## src/rtl/mem_access_stage.sv

```systemverilog
// MIPS MEM stage: issues data-memory loads/stores over a req/ack bus, stalls
// upstream while an access is outstanding, and abandons accesses after MAX_WAIT cycles.
module mem_access_stage #(
  parameter int n        = 32,
  parameter int MAX_WAIT = 15
) (
  input  logic         clk,
  input  logic         rst_n,
  input  logic         RegWrite_in,
  input  logic         MemtoReg_in,
  input  logic         MemRead_in,
  input  logic         MemWrite_in,
  input  logic [n-1:0] ALU_Result_in,
  input  logic [n-1:0] RT_data_in,
  input  logic [4:0]   Write_reg_in,
  output logic         dmem_req,
  output logic         dmem_we,
  output logic [n-1:0] dmem_addr,
  output logic [n-1:0] dmem_wdata,
  input  logic [n-1:0] dmem_rdata,
  input  logic         dmem_ack,
  output logic         mem_stall,
  output logic         bus_err,
  output logic         RegWrite_out,
  output logic         MemtoReg_out,
  output logic [n-1:0] Read_data_out,
  output logic [n-1:0] ALU_Result_out,
  output logic [4:0]   Write_reg_out
);
  localparam int CW = $clog2(MAX_WAIT + 1);

  typedef enum logic {IDLE, BUSY} state_t;

  state_t        state;
  logic [CW-1:0] cnt;
  logic          h_rw, h_mtr, h_load;
  logic [4:0]    h_wr;
  logic          mem_op, timeout_hit;

  assign mem_op      = MemRead_in | MemWrite_in;
  assign timeout_hit = (cnt == CW'(MAX_WAIT - 1));
  assign mem_stall   = ((state == IDLE) & mem_op) |
                       ((state == BUSY) & ~dmem_ack & ~timeout_hit);

  always_ff @(posedge clk or negedge rst_n) begin
    if (!rst_n) begin
      state          <= IDLE;
      cnt            <= '0;
      h_rw           <= 1'b0;
      h_mtr          <= 1'b0;
      h_load         <= 1'b0;
      h_wr           <= '0;
      dmem_req       <= 1'b0;
      dmem_we        <= 1'b0;
      dmem_addr      <= '0;
      dmem_wdata     <= '0;
      bus_err        <= 1'b0;
      RegWrite_out   <= 1'b0;
      MemtoReg_out   <= 1'b0;
      Read_data_out  <= '0;
      ALU_Result_out <= '0;
      Write_reg_out  <= '0;
    end else begin
      bus_err <= 1'b0;
      case (state)
        IDLE: begin
          if (mem_op) begin
            // Read wins when both bits are set: never issue a write by accident.
            dmem_req     <= 1'b1;
            dmem_we      <= MemWrite_in & ~MemRead_in;
            dmem_addr    <= ALU_Result_in;
            dmem_wdata   <= RT_data_in;
            h_rw         <= RegWrite_in;
            h_mtr        <= MemtoReg_in;
            h_wr         <= Write_reg_in;
            h_load       <= MemRead_in;
            cnt          <= '0;
            state        <= BUSY;
            RegWrite_out <= 1'b0;
            MemtoReg_out <= 1'b0;
          end else begin
            RegWrite_out   <= RegWrite_in;
            MemtoReg_out   <= MemtoReg_in;
            ALU_Result_out <= ALU_Result_in;
            Write_reg_out  <= Write_reg_in;
          end
        end
        BUSY: begin
          if (dmem_ack) begin
            dmem_req       <= 1'b0;
            state          <= IDLE;
            RegWrite_out   <= h_rw;
            MemtoReg_out   <= h_mtr;
            ALU_Result_out <= dmem_addr;
            Write_reg_out  <= h_wr;
            if (h_load) Read_data_out <= dmem_rdata;
          end else begin
            RegWrite_out <= 1'b0;
            MemtoReg_out <= 1'b0;
            if (timeout_hit) begin
              dmem_req <= 1'b0;
              state    <= IDLE;
              bus_err  <= 1'b1;
            end else begin
              cnt <= cnt + 1'b1;
            end
          end
        end
        default: state <= IDLE;
      endcase
    end
  end
endmodule

```

## config.mk

```make
export PLATFORM = sky130hd
export DESIGN_NAME = mem_access_stage
export DESIGN_NICKNAME = d
export VERILOG_FILES = /design/src/rtl/mem_access_stage.sv
export SDC_FILE = /design/constraint.sdc
export NUM_CORES = 1
export LEC_CHECK = 0
export ABC_AREA = 1
export CELL_PAD_IN_SITES_DETAIL_PLACEMENT = 0
export CELL_PAD_IN_SITES_GLOBAL_PLACEMENT = 1
export CORE_MARGIN = 2
export CORE_UTILIZATION = 34
export CTS_CLUSTER_SIZE = 30
export DETAILED_ROUTE_END_ITERATION = 16
export PLACE_DENSITY = 0.95
export SYNTH_ARGS = -nofsm -noshare
export SYNTH_HDL_FRONTEND = slang
export SYNTH_SLANG_ARGS = --single-unit
export TNS_END_PERCENT = 5
```

## constraint.sdc

```tcl
create_clock -name clk -period 3.3 [get_ports clk]
set_input_delay 0.66 -clock clk [delete_from_list [all_inputs] [get_ports clk]]
set_output_delay 0.66 -clock clk [all_outputs]
set_load 0.01 [all_outputs]
```

Word level (Yosys, flattened, before mapping)
Index checks and enable logic that the tools add are counted.

storage, ports and cells
  bits in registers = 151
  output and inout port bits = 139
  word-level logic and storage cells = 66

operators by class
  add/sub/neg operators = 1
  equal/unequal tests = 7
  mux-type cells = 27
  bitwise operators = 10
  reduce and logical (&&, ||, !) cells = 5

operators by type and width
  operator               number
  $mux W32               2
  $pmux W32 S2           1
  $mux W1                13
  $mux W4                3
  $mux W5                2
  $ne A2 B2 Y1 const B   5
  $pmux W5 S2            1
  $pmux W1 S2            4
  $pmux W4 S2            1
  $reduce_and A2 Y1      3
  $reduce_and A3 Y1      2
  $add A4 B1 Y4 const B  1
  $and A1 B1 Y1          4
  $eq A4 B4 Y1 const B   1
  $not A1 Y1             4
  $ne A3 B2 Y1 const B   1
  $or A1 B1 Y1           2

Longest topological paths before layout
Gate-level depths: netlist of the first run.

  depth in word-level cells = 4
  mapped depth = 7
  gate-level depth less buffers = 7

Worst setup path before layout of the first run
OpenSTA, ideal clock, no wires.

  path kind = input -> output
  start = in MemWrite_in
  end = out mem_stall
  arrival = 1324 ps
  setup slack = 1316 ps
  stages = 4
  path buffers = 2
  cell sequence = o21ai_2 buf_4 buf_4 nand2_1

between the ends
  longest elaborated chain between the ends = 3

RTL lines
  item             line  RTL
  start, declared  12    input logic MemWrite_in,
  $or A1 B1 Y1     40    assign mem_op = MemRead_in | MemWrite_in;
  $and A1 B1 Y1    42    assign mem_stall = ((state == IDLE) & mem_op) |
  $or A1 B1 Y1     42
  end, declared    22    output logic mem_stall,

Every way passes these cells.

Worst setup path after layout of the first run
  start = in dmem_ack
  end = out mem_stall

between the ends
  longest elaborated chain between the ends = 4

RTL lines
  item                         line  RTL
  start, declared              21    input logic dmem_ack,
  $not A1 Y1                   43    ((state == BUSY) & ~dmem_ack & ~timeout_hit);
  $and A1 B1 Y1 (2 in series)  43
  $or A1 B1 Y1                 42

Every way passes these cells.

==> results, run 1 <==
- The upper clock frequency limit is 361 MHz.
- After synthesis, the largest family of logic cells by area is simple AND/OR/NAND/NOR gates.
- The end of the worst register-to-register path is ALU_Result_out[31].
- The area enclosed by the die boundary is 19600 um^2.
- The placeable core region is 18000 um^2.
- Dividing total power by cell area gives a power density of 863 nW/um^2.
- After detailed routing, the number of vias per cell comes to 4.62.
- STA classifies the critical path startpoint as an input port.
- During placement, the flow inserted port buffers numbering 246.
- Of the total synthesized cell area, the portion taken by AND, OR, NAND and NOR gates is 26.6%.
- The post-synthesis xor/xnor area fraction is 0.139%.
- The worst register-to-register path has a depth of 6.
- The final period demand of the worst path is 2.77 ns.
- The number of slew-limit violations in the final report was 0.
- The tightest min-delay check is of the in2async type.
- The total of hold buffers inserted after clock tree synthesis is 0.
- The initial antenna violation count is 0.
- In this run the cell area of the synthesized design comes to 6280 um^2.
- Compared with the post-synthesis result, the final layout area differs by 51.6%.
- The static leakage power is 4.65 nW.
- The slew at the pin closest to its max-slew limit is 1.10 ns.
- The number of max-capacitance violations reported is 0.
- The worst endpoint required time is 2.64 ns.
- The kind of capture point of the worst setup path is an output pin.
- The distinct cell type count of the synthesized netlist is 20.
- For this run, global-route usage on met3 was measured as 5.13%.
- In this run the mean area of a mapped cell was 8.49 um^2.
- Summing the areas of all compound-gate instances in the mapped netlist gives 6.48% of the synthesized area.
- In this run the register-to-register setup slack is 1.15 ns.
- The data arrival time of the worst path is 2.11 ns.
- The number of diodes is 0.
- The clock tree skew after final layout is 0.00677 ns.
- Once detail routing completed, the nets flagged for antenna violations numbered 0.
- Post-CTS timing repair inserted 0 buffers for setup.
- The worst vdd rail ir drop is 0.000402 V.
- After synthesis the netlist holds a flip-flop and latch count of 151.
- Along the worst path, the maximum fanout reaches 7.
- The clock latency at the later pin of the worst-skew pair is 0.41 ns.
- The total power consumption of the routed design is 8.21 mW.
- Setup repair after global routing left no endpoint under its margin.
- The commonest non-fill, non-tap cell in the layout is sky130_fd_sc_hd__nand2_1.
- The first detailed-routing pass ran for 4 iterations.
- The count of clock tree sinks is 151.
- The total length of routed wires is 17.6 mm.
- The relative slew slack is 26.7%.
- The synthesized net count is 850.
- Clock-pin slew was measured on the worst setup and hold paths at 0.06 ns.
- The met1 usage in global routing is 23.0%.
- For this run, global-route usage on met2 was measured as 29.2%.
- Once the clock tree was built, the resizer swapped 0 gates to a different size.
- For this configuration, the core starts out at a cell density of 34.8%.
- Across every metal layer, demand over resource in global routing totals 18.2%.
- The deepest clock path buffer count is 2.
- The final number of hold-violating endpoints is 0.
- The startpoint identified for the worst register-to-register timing path is state.
- The die boundary width is 140 um.
- From bottom edge to top edge, the die measures 140 um.
- The critical path is of the in2out type.
- The CTS tree is built.
- The final core area utilization is 52.8%.
- The total CTS buffers is 17.
- The synthesized-area fraction occupied by adder cells is 0.398%.
- The H-tree generated during clock tree synthesis spans 4 levels.
- The total congestion overflow is 0.
- Routability-driven placement finished with a final weighted congestion of 0.764.
- The initial detailed-routing violation count is 360.
- For this run, the register share of the synthesized area comes to 60.2%.
- The proportion of synthesized area in mux cells is 0%.
- Once detailed placement completed, the half-perimeter wirelength came to 11.7 mm.
- In the layout the commonest cells are sky130_fd_sc_hd__nand2_1 (332), sky130_fd_sc_hd__clkdlybuf4s50_1 (245), sky130_fd_sc_hd__dfrtp_1 (150).
- Adding up every negative setup slack in the final design gives 0 ns.
- The portion of the clock cycle consumed by the worst path in the final layout is 83.8%.
- The Yosys warning count is 0.
- The wire length of the first global-routing pass is 28.6 mm.
- The number of cell rows is 49.
- Entering global routing, the biggest net connects 117 pins.
- The number of global-route vias before repair was 5476.
- The layer with the highest usage is met2.
- The residual DRC count is 0.
- The number of primary I/O pins is 247.
- The buffer cell driving the clock tree root is sky130_fd_sc_hd__clkbuf_16.
- For this run, the post-layout net count is 1083.
- The final-report setup violation count is 0.
- For this block, the via count after detailed routing is 5617.
- After detailed routing, the average wire length per cell comes to 14.5 um.
- The flow ran to the end, and the final reports show no timing, DRC or antenna violations.
- The layout cell share with drive strength beyond 1 is 5.17%.
- After technology mapping, the gate count stands at 740.
synth_stat cells, drive strengths merged:
master	number	area, um^2
ha	2	25.0
buf	31	166
o21ai	79	399
nand2	333	1250
nand4	2	12.5
o21a	1	7.51
dfrtp	151	3780
xor2	1	8.76
inv	46	173
nor2	6	32.5
clkbuf	13	48.8
nand3	75	375
state kept, by name, summed over array words and instances, names as in the netlist, 4 cells and up:
register        count
Write_reg_out       5
Read_data_out      32
dmem_addr          32
ALU_Result_out     32
h_wr                5
cnt                 4
dmem_wdata         32
routing by layer:
metal  up-vias  wire (um)
li1       2783          -
met1      2600       7570
met2       193       8290
met3        41       1100
met4         0        622
met5         -          0
cell families (layout without fill, tap and decap cells):
| group | after synthesis | in the layout |
|---|---|---|
| AND/OR/NAND/NOR | 416 | 416 |
| flip-flops | 151 | 151 |
| buffers and inverters | 90 | 336 |
| AO/OA/AOI/OAI | 80 | 80 |
| adder cells (fa/ha/maj) | 2 | 2 |
| XOR/XNOR | 1 | 1 |
critical path, cell delays in order:
cell	delay (ns)
sky130_fd_sc_hd__clkdlybuf4s50_1	0.45
sky130_fd_sc_hd__nor2_1	0.13
sky130_fd_sc_hd__nand2_1	0.17
sky130_fd_sc_hd__nand2_1	0.15
sky130_fd_sc_hd__clkdlybuf4s50_1	0.55
power breakdown:
part           total (mW)  switching (mW)  internal, mW  leakage (nW)
registers            3.04           0.450          2.59          1.87
clock network        1.93           0.759          1.17         0.289
logic                3.23            1.54          1.70          2.48
total                8.21            2.75          5.46          4.65
how the worst max path moves through the flow:
stage | start | endpoint | slack, ns | cells past startpoint
global placement | dmem_ack | mem_stall | 0.53 | 5
global route | cnt[0] | mem_stall | 0.44 | 6
floorplan | MemWrite_in | mem_stall | 1.32 | 4
detailed placement | dmem_ack | mem_stall | 0.55 | 5
finish | dmem_ack | mem_stall | 0.53 | 5
CTS | dmem_ack | mem_stall | 0.53 | 5
stage by stage:
| stage | cell area [um^2] | cells | hold slack, ns | worst slack (ns) |
|---|---|---|---|---|
| 3_5_place_dp | 8930 | 1183 | 0.458 | 0.550 |
| 3_3_place_gp | 8930 | 1183 | 0.453 | 0.532 |
| 6_report | 9520 | 1215 | 0.251 | 0.533 |
| 2_1_floorplan | 6280 | 740 | 0.364 | 1.32 |
| 5_1_grt | 9520 | 1215 | 0.293 | 0.438 |
| 4_1_cts | 9520 | 1215 | 0.287 | 0.534 |
layout make-up:
| class | count | area [um^2] |
|---|---|---|
| fillers | 1680 | 8510 |
| repair buffers | 258 | 2570 |
| clock buffers | 21 | 470 |
| clock inverters | 11 | 121 |
| flip-flops and latches | 151 | 3780 |
| multi-input cells | 499 | 2120 |
| well taps | 229 | 287 |
| inverters | 46 | 173 |
Power figures use the tool's default switching activity.
==> run 2: changes to the inputs <==
CORE_UTILIZATION = 31   (was 34)
PLACE_DENSITY = 0.92   (was 0.95)
clock period = 2.6 ns   (was 3.3 ns; I/O delays follow)
==> run 2 against run 1 <==
Effect of this change: worst hold slack got worse by 0.16 ns; utilization fell by 4.3 points; via count fell by 0.12%; total power rose by 32%; critical path type is now reg2out; clock power rose by 46%; clock skew rose by 0.0054 ns; non-clock buffer count rose by 1; largest power group unchanged; sequential power rose by 27%.
==> results, run 2 (same netlist as run 1, synthesis figures left out) <==
- In the routed layout, each cell is associated on average with a via count of 4.46.
- The floorplan step set the die width to 146 um.
- The run finished with clean final reports.
- The upper clock frequency limit is 408 MHz.
- The largest net degree at the start of global routing is 117.
- The worst register-to-register path has a depth of 7.
- The final number of hold-violating endpoints came to 0.
- The hold slack is 0.0870 ns.
- The CTS tree is built.
- The number of antenna diodes in the final layout is 0.
- The residual DRC count is 0.
- The number of slew-limit violations in the final report is 0.
- The detailed-route via count is 5610.
- The worst vdd rail ir drop is 0.000416 V.
- The worst endpoint required time is 2.08 ns.
- The initial utilization of the core area, before any placement, comes to 31.3%.
- The layout cell share with drive strength beyond 1 is 5.37%.
- STA classifies the critical path startpoint as a flip-flop.
- Leaving out fill and tap cells, the most frequent cells in the layout are sky130_fd_sc_hd__nand2_1 (330), sky130_fd_sc_hd__clkdlybuf4s50_1 (245), sky130_fd_sc_hd__dfrtp_1 (150).
- The clock-pin slew on the worst setup and hold paths is 0.07 ns.
- Counting along the longest clock path gives a buffer depth of 2.
- The number of max-capacitance violations reported is 0.
- The H-tree depth is 4.
- The total CTS buffers is 17.
- The first global-routing pass estimated 29.2 mm of wire.
- In the final routed layout, each cell accounts on average for 14.4 um.
- The clock drives 151 sinks.
- The placeable core region is 20000 um^2.
- The total congestion overflow is 0.
- The number of global-route vias before repair is 5411.
- The post-layout instance area is 9710 um^2.
- For the finished layout, the period the worst path requires is 2.45 ns.
- For the pin with the worst max-slew slack, the measured transition is 0.751 ns.
- In this run the register-to-register setup slack is 0.69 ns.
- After the first detailed-routing iteration, the DRC count stood at 319.
- Once placement finished, the instance area stood at 9040 um^2.
- The setup TNS is 0 ns.
- The power per unit of standard cell area is 1110 nW/um^2.
- The clock tree skew after final layout is 0.0121 ns.
- The static leakage power is 4.71 nW.
- In this run the tool buffered the top-level ports with 246 buffer cells.
- The number of setup buffers added after CTS is 0.
- The number of hold buffers added after CTS was 0.
- The cell occurring most often along the worst timing path is sky130_fd_sc_hd__nand2_1.
- The floorplan has 52 rows.
- The initial antenna violation count is 0.
- The final critical-path setup slack is 0.152 ns.
- The slowest stage of the critical path belongs to the cell sky130_fd_sc_hd__clkdlybuf4s50_1.
- The launch point of the worst reg-to-reg path is state.
- The commonest non-fill, non-tap cell in the layout is sky130_fd_sc_hd__nand2_1.
- The number of primary I/O pins is 247.
- The data arrival time of the worst path is 1.93 ns.
- The pre-CTS setup slack is 0.189 ns.
- At the end of routability-driven placement, the weighted congestion stood at 0.795.
- Global routing used 17.1% of the available tracks.
- The final layout net count is 1084.
- Gates resized during post-CTS repair numbered 0.
- The cell sitting at the root of the clock tree is a sky130_fd_sc_hd__clkbuf_16.
- The area enclosed by the die boundary is 21400 um^2.
- The floorplan step set the die height to 146 um.
- The count of nets left with antenna violations once routing finished came out at 0.
- Setup repair after global routing left no endpoint under its margin.
- For this run, the slowest stage of the critical path takes 0.57 ns.
- The end of the worst register-to-register path is Read_data_out[7].
- The first detailed-routing pass ran for 5 iterations.
- The type of the worst setup path is reg2out.
- Traced cell by cell, the critical path runs through inv_1 > ha_1 > nand3_1 > nand2_1 > nand2_1 > clkdlybuf4s50_1.
- The area growth from synthesis to layout is 54.6%.
- Setup violations remaining at the end of the flow were counted as 0.
- After layout, the worst path uses 94.2% of the clock period.
- The total length of routed wires is 18.1 mm.
- The post-DP HPWL is 11.8 mm.
- The worst hold path belongs to the class in2async.
- The clock latency at the later pin of the worst-skew pair is 0.41 ns.
- The relative slew slack is 49.9%.
- The total power consumption of the routed design is 10.8 mW.
- Of all nets on the critical path, the largest fanout is 5.
- The kind of capture point of the worst setup path is an output pin.
[run 2: cell types whose count changed in the layout (fill, tap and decap cells not counted)]
cell	delta
sky130_fd_sc_hd__nand2_1	-2
sky130_fd_sc_hd__clkinv_4	+1
sky130_fd_sc_hd__clkinvlp_4	-1
sky130_fd_sc_hd__clkinv_2	-2
sky130_fd_sc_hd__inv_6	-1
sky130_fd_sc_hd__bufinv_16	+4
sky130_fd_sc_hd__buf_4	-3
sky130_fd_sc_hd__buf_12	+4
sky130_fd_sc_hd__clkbuf_8	-2
sky130_fd_sc_hd__nand2_2	+2
sky130_fd_sc_hd__clkbuf_1	+1
[run 2: power breakdown]
part / switching (mW) / leakage, nW / internal, mW
Combinational: 1.97 / 2.51 / 2.18
Sequential: 0.578 / 1.87 / 3.29
Clock: 0.981 / 0.324 / 1.83
[run 2: per-layer routing]
metal / GRT usage [%] / up-vias / routed length (um)
met2: 28.0 / 168 / 8760
met1: 21.9 / 2630 / 7970
li1: - / 2791 / -
met4: 5.97 / 0 / 342
met5: 0 / - / 0
met3: 4.50 / 21 / 1020
[run 2: area by class of cell]
type | count | area, um^2
well taps | 270 | 338
flip-flops and latches | 151 | 3780
clock inverters | 12 | 224
multi-input cells | 499 | 2130
repair buffers | 259 | 2620
inverters | 46 | 173
fillers | 1951 | 10300
clock buffers | 20 | 447
[run 2: worst max-delay path: cells and delay by family, from the launching register on]
family / cells / cell delay (ns)
fa+ha+maj: 1 / 0.22
buf+inv: 2 / 0.65
flops: 1 / 0.41
simple gates: 3 / 0.25
[run 2: worst max-delay path by stage]
stage	slack, ns	startpoint	end	cells past startpoint
floorplan	0.90	MemWrite_in	mem_stall	4
global placement	0.19	MemWrite_in	mem_stall	4
detailed placement	0.19	MemRead_in	mem_stall	4
CTS	0.08	cnt[0]	mem_stall	6
global route	0.04	cnt[0]	mem_stall	6
finish	0.15	cnt[0]	mem_stall	6
[run 2: per-stage QoR]
stage,instances,util (%)
after global routing,1257,48.5
after detailed placement,1225,45.1
after global placement,1225,45.1
after floorplan,740,-
final,1257,48.5
after CTS,1257,48.5
==> run 3: changes to the inputs <==
HOLD_SLACK_MARGIN = 0.05   (was not set)
SETUP_SLACK_MARGIN = 0.3   (was not set)
==> run 3 against run 2 <==
Effect of this change: via count did not move; cell count unchanged; clock power barely moved; combinational power is essentially flat; global-route usage unchanged; largest cell class unchanged.
==> results, run 3 (same netlist as run 1, synthesis figures left out) <==
- The run finished with clean final reports.
- The region available for standard cell placement spans 20000 um^2.
- The final number of hold-violating endpoints is 0.
- The kind of capture point of the worst setup path is an output pin.
- The number of cells upsized or downsized after cts is 1.
- The relative slew slack is 49.9%.
- For the pin with the worst max-slew slack, the measured transition is 0.751 ns.
- The total length of routed wires is 18.1 mm.
- The number of primary I/O pins is 247.
- The largest net degree at the start of global routing is 117.
- The tightest min-delay check is of the in2async type.
- The setup TNS is 0 ns.
- The area growth from synthesis to layout is 54.6%.
- The number of global-route vias before repair is 5411.
- The first TritonRoute pass finished after 5 iterations.
- The final core area utilization is 48.5%.
- The effective utilization at floorplan is 31.3%.
- The power per unit of standard cell area is 1110 nW/um^2.
- The detailed-route via count is 5610.
- The number of diodes is 0.
- Counting the fill cells in the layout gives 1949.
- The initial antenna violation count was 0.
- The library cell used most frequently in the layout, excluding fill and tap cells, is sky130_fd_sc_hd__nand2_1.
- The number of slew-limit violations in the final report is 0.
- Once detail routing completed, the nets flagged for antenna violations numbered 0.
- For this run, global-route usage on met1 was measured as 21.9%.
- Global routing used 17.1% of the available tracks.
- Measured along the x axis, the die boundary spans 146 um.
- The library cells used most frequently in the layout, excluding fill and tap cells, are sky130_fd_sc_hd__nand2_1 (330), sky130_fd_sc_hd__clkdlybuf4s50_1 (244), sky130_fd_sc_hd__dfrtp_1 (150).
- Setup repair after global routing left no endpoint under its margin.
- The initial detailed-routing violation count is 319.
- The deepest clock path buffer count is 2.
- Of the cells placed in the final design, the portion with a size suffix greater than 1 is 5.37%.
- The number of cell rows is 52.
- The data arrival time of the worst path is 1.66 ns.
- The post-DP HPWL is 11.8 mm.
- The wire length of the first global-routing pass is 29.2 mm.
- For this run, global-route usage on met3 was measured as 4.50%.
- For this run, the top clock speed supported by timing is 459 MHz.
- Routability-driven placement finished with a final weighted congestion of 0.795.
- The floorplan step set the die height to 146 um.
- The die covers 21400 um^2.
- After detailed routing, the number of remaining DRC violations is 0.
- STA classifies the critical path startpoint as a flip-flop.
- Across the run, the number of max-cap violations was 0.
- The via density per instance is 4.46.
- By startpoint and endpoint, the worst setup path is classified as reg2out.
- Dividing the final minimum period by the clock period gives 83.8%.
- In this run, CTS created clock tree buffers numbering 17.
- In this run the post-CTS setup repair buffer count came out at 0.
- The worst endpoint required time is 2.08 ns.
- The final period demand of the worst path is 2.18 ns.
- The worst vdd rail ir drop is 0.000412 V.
- The layer with the highest usage is met2.
- The final-report setup violation count is 0.
- Summed over all cells, the static leakage comes to 4.71 nW.
- In the final routed layout, each cell accounts on average for 14.4 um.
- The total of buffers placed on input and output ports is 246.
- The final layout contains 1084 nets.
- The maximum fanout along the worst path is 5.
- The clock reaches the later pin of the worst-skew pair after 0.41 ns.
- The H-tree generated during clock tree synthesis spans 4 levels.
- The total of hold buffers inserted after clock tree synthesis is 0.
- The tree is rooted in a sky130_fd_sc_hd__clkbuf_16.
- The clock tree skew after final layout is 0.0121 ns.
- Global routing finished with a remaining overflow of 0.
- The CTS tree is built.
- The met2 usage is 28.0%.
- The count of clock tree sinks is 151.
- The clock-pin slew on the worst setup and hold paths is 0.07 ns.
==> run 3: cell count changes in the layout (fill, tap and decap cells not counted), sizes merged <==
cell / before / now
clkdlybuf4s50: 245 / 244
dlygate4sd2: 0 / 1
==> run 3: metrics by stage <==
| stage | std cells | total power, mW | hold slack, ns | setup WS, ns | area, um^2 |
|---|---|---|---|---|---|
| 2_1_floorplan | 740 | 5.58 | 0.224 | 0.896 | 6280 |
| 3_3_place_gp | 1225 | 8.01 | 0.453 | 0.188 | 9040 |
| 3_5_place_dp | 1225 | 8.09 | 0.457 | 0.189 | 9040 |
| 4_1_cts | 1257 | 11.0 | 0.122 | 0.356 | 9710 |
| 5_1_grt | 1257 | 11.5 | 0.132 | 0.314 | 9710 |
| 6_report | 1257 | 10.8 | 0.0870 | 0.422 | 9710 |
==> run 3: power breakdown <==
| group | total (mW) | internal [mW] | switching (mW) |
|---|---|---|---|
| clock network | 2.81 | 1.83 | 0.981 |
| logic | 4.14 | 2.18 | 1.97 |
| registers | 3.87 | 3.29 | 0.578 |
| total | 10.8 | 7.30 | 3.53 |
==> run 3: layout make-up <==
type	instances	area [um^2]	share of cell area [%]
clock buffer	20	447	4.60
clock inverter	12	224	2.31
inverter	46	173	1.78
multi-input combinational	499	2130	21.9
sequential	151	3780	38.9
tap	270	338	3.48
timing repair buffer	259	2620	27.0
==> run 3: worst max-delay path, stage by stage, from the launching register on <==
cell and delay [ns]:
sky130_fd_sc_hd__dfrtp_1 0.42, sky130_fd_sc_hd__inv_1 0.09, sky130_fd_sc_hd__ha_1 0.17, sky130_fd_sc_hd__nand3_1 0.09, sky130_fd_sc_hd__nand2_1 0.09, sky130_fd_sc_hd__nand2_1 0.08
sky130_fd_sc_hd__dlygate4sd2_1 0.31
==> run 3: routing by layer <==
metal / routed length (um) / vias up / part of all wire (%)
li1: - / 2791 / -
met1: 7970 / 2630 / 44
met2: 8760 / 168 / 48
met3: 1020 / 21 / 5.6
met4: 342 / 0 / 1.9
met5: 0 / - / 0
==> run 3: worst paths after layout <==
check                           slack, ns  cells past startpoint        startpoint                to
worst min-delay path                 0.09                      1             rst_n      dmem_addr[9]
worst min register to register       0.47                      2  Read_data_out[0]  Read_data_out[0]
worst max register to register       0.69                      7             state  Read_data_out[7]
max in group asynchronous            1.79                      2             rst_n     dmem_addr[21]
min in group clk                     0.47                      2  Read_data_out[0]  Read_data_out[0]
worst max-delay path                 0.42                      6            cnt[0]         mem_stall
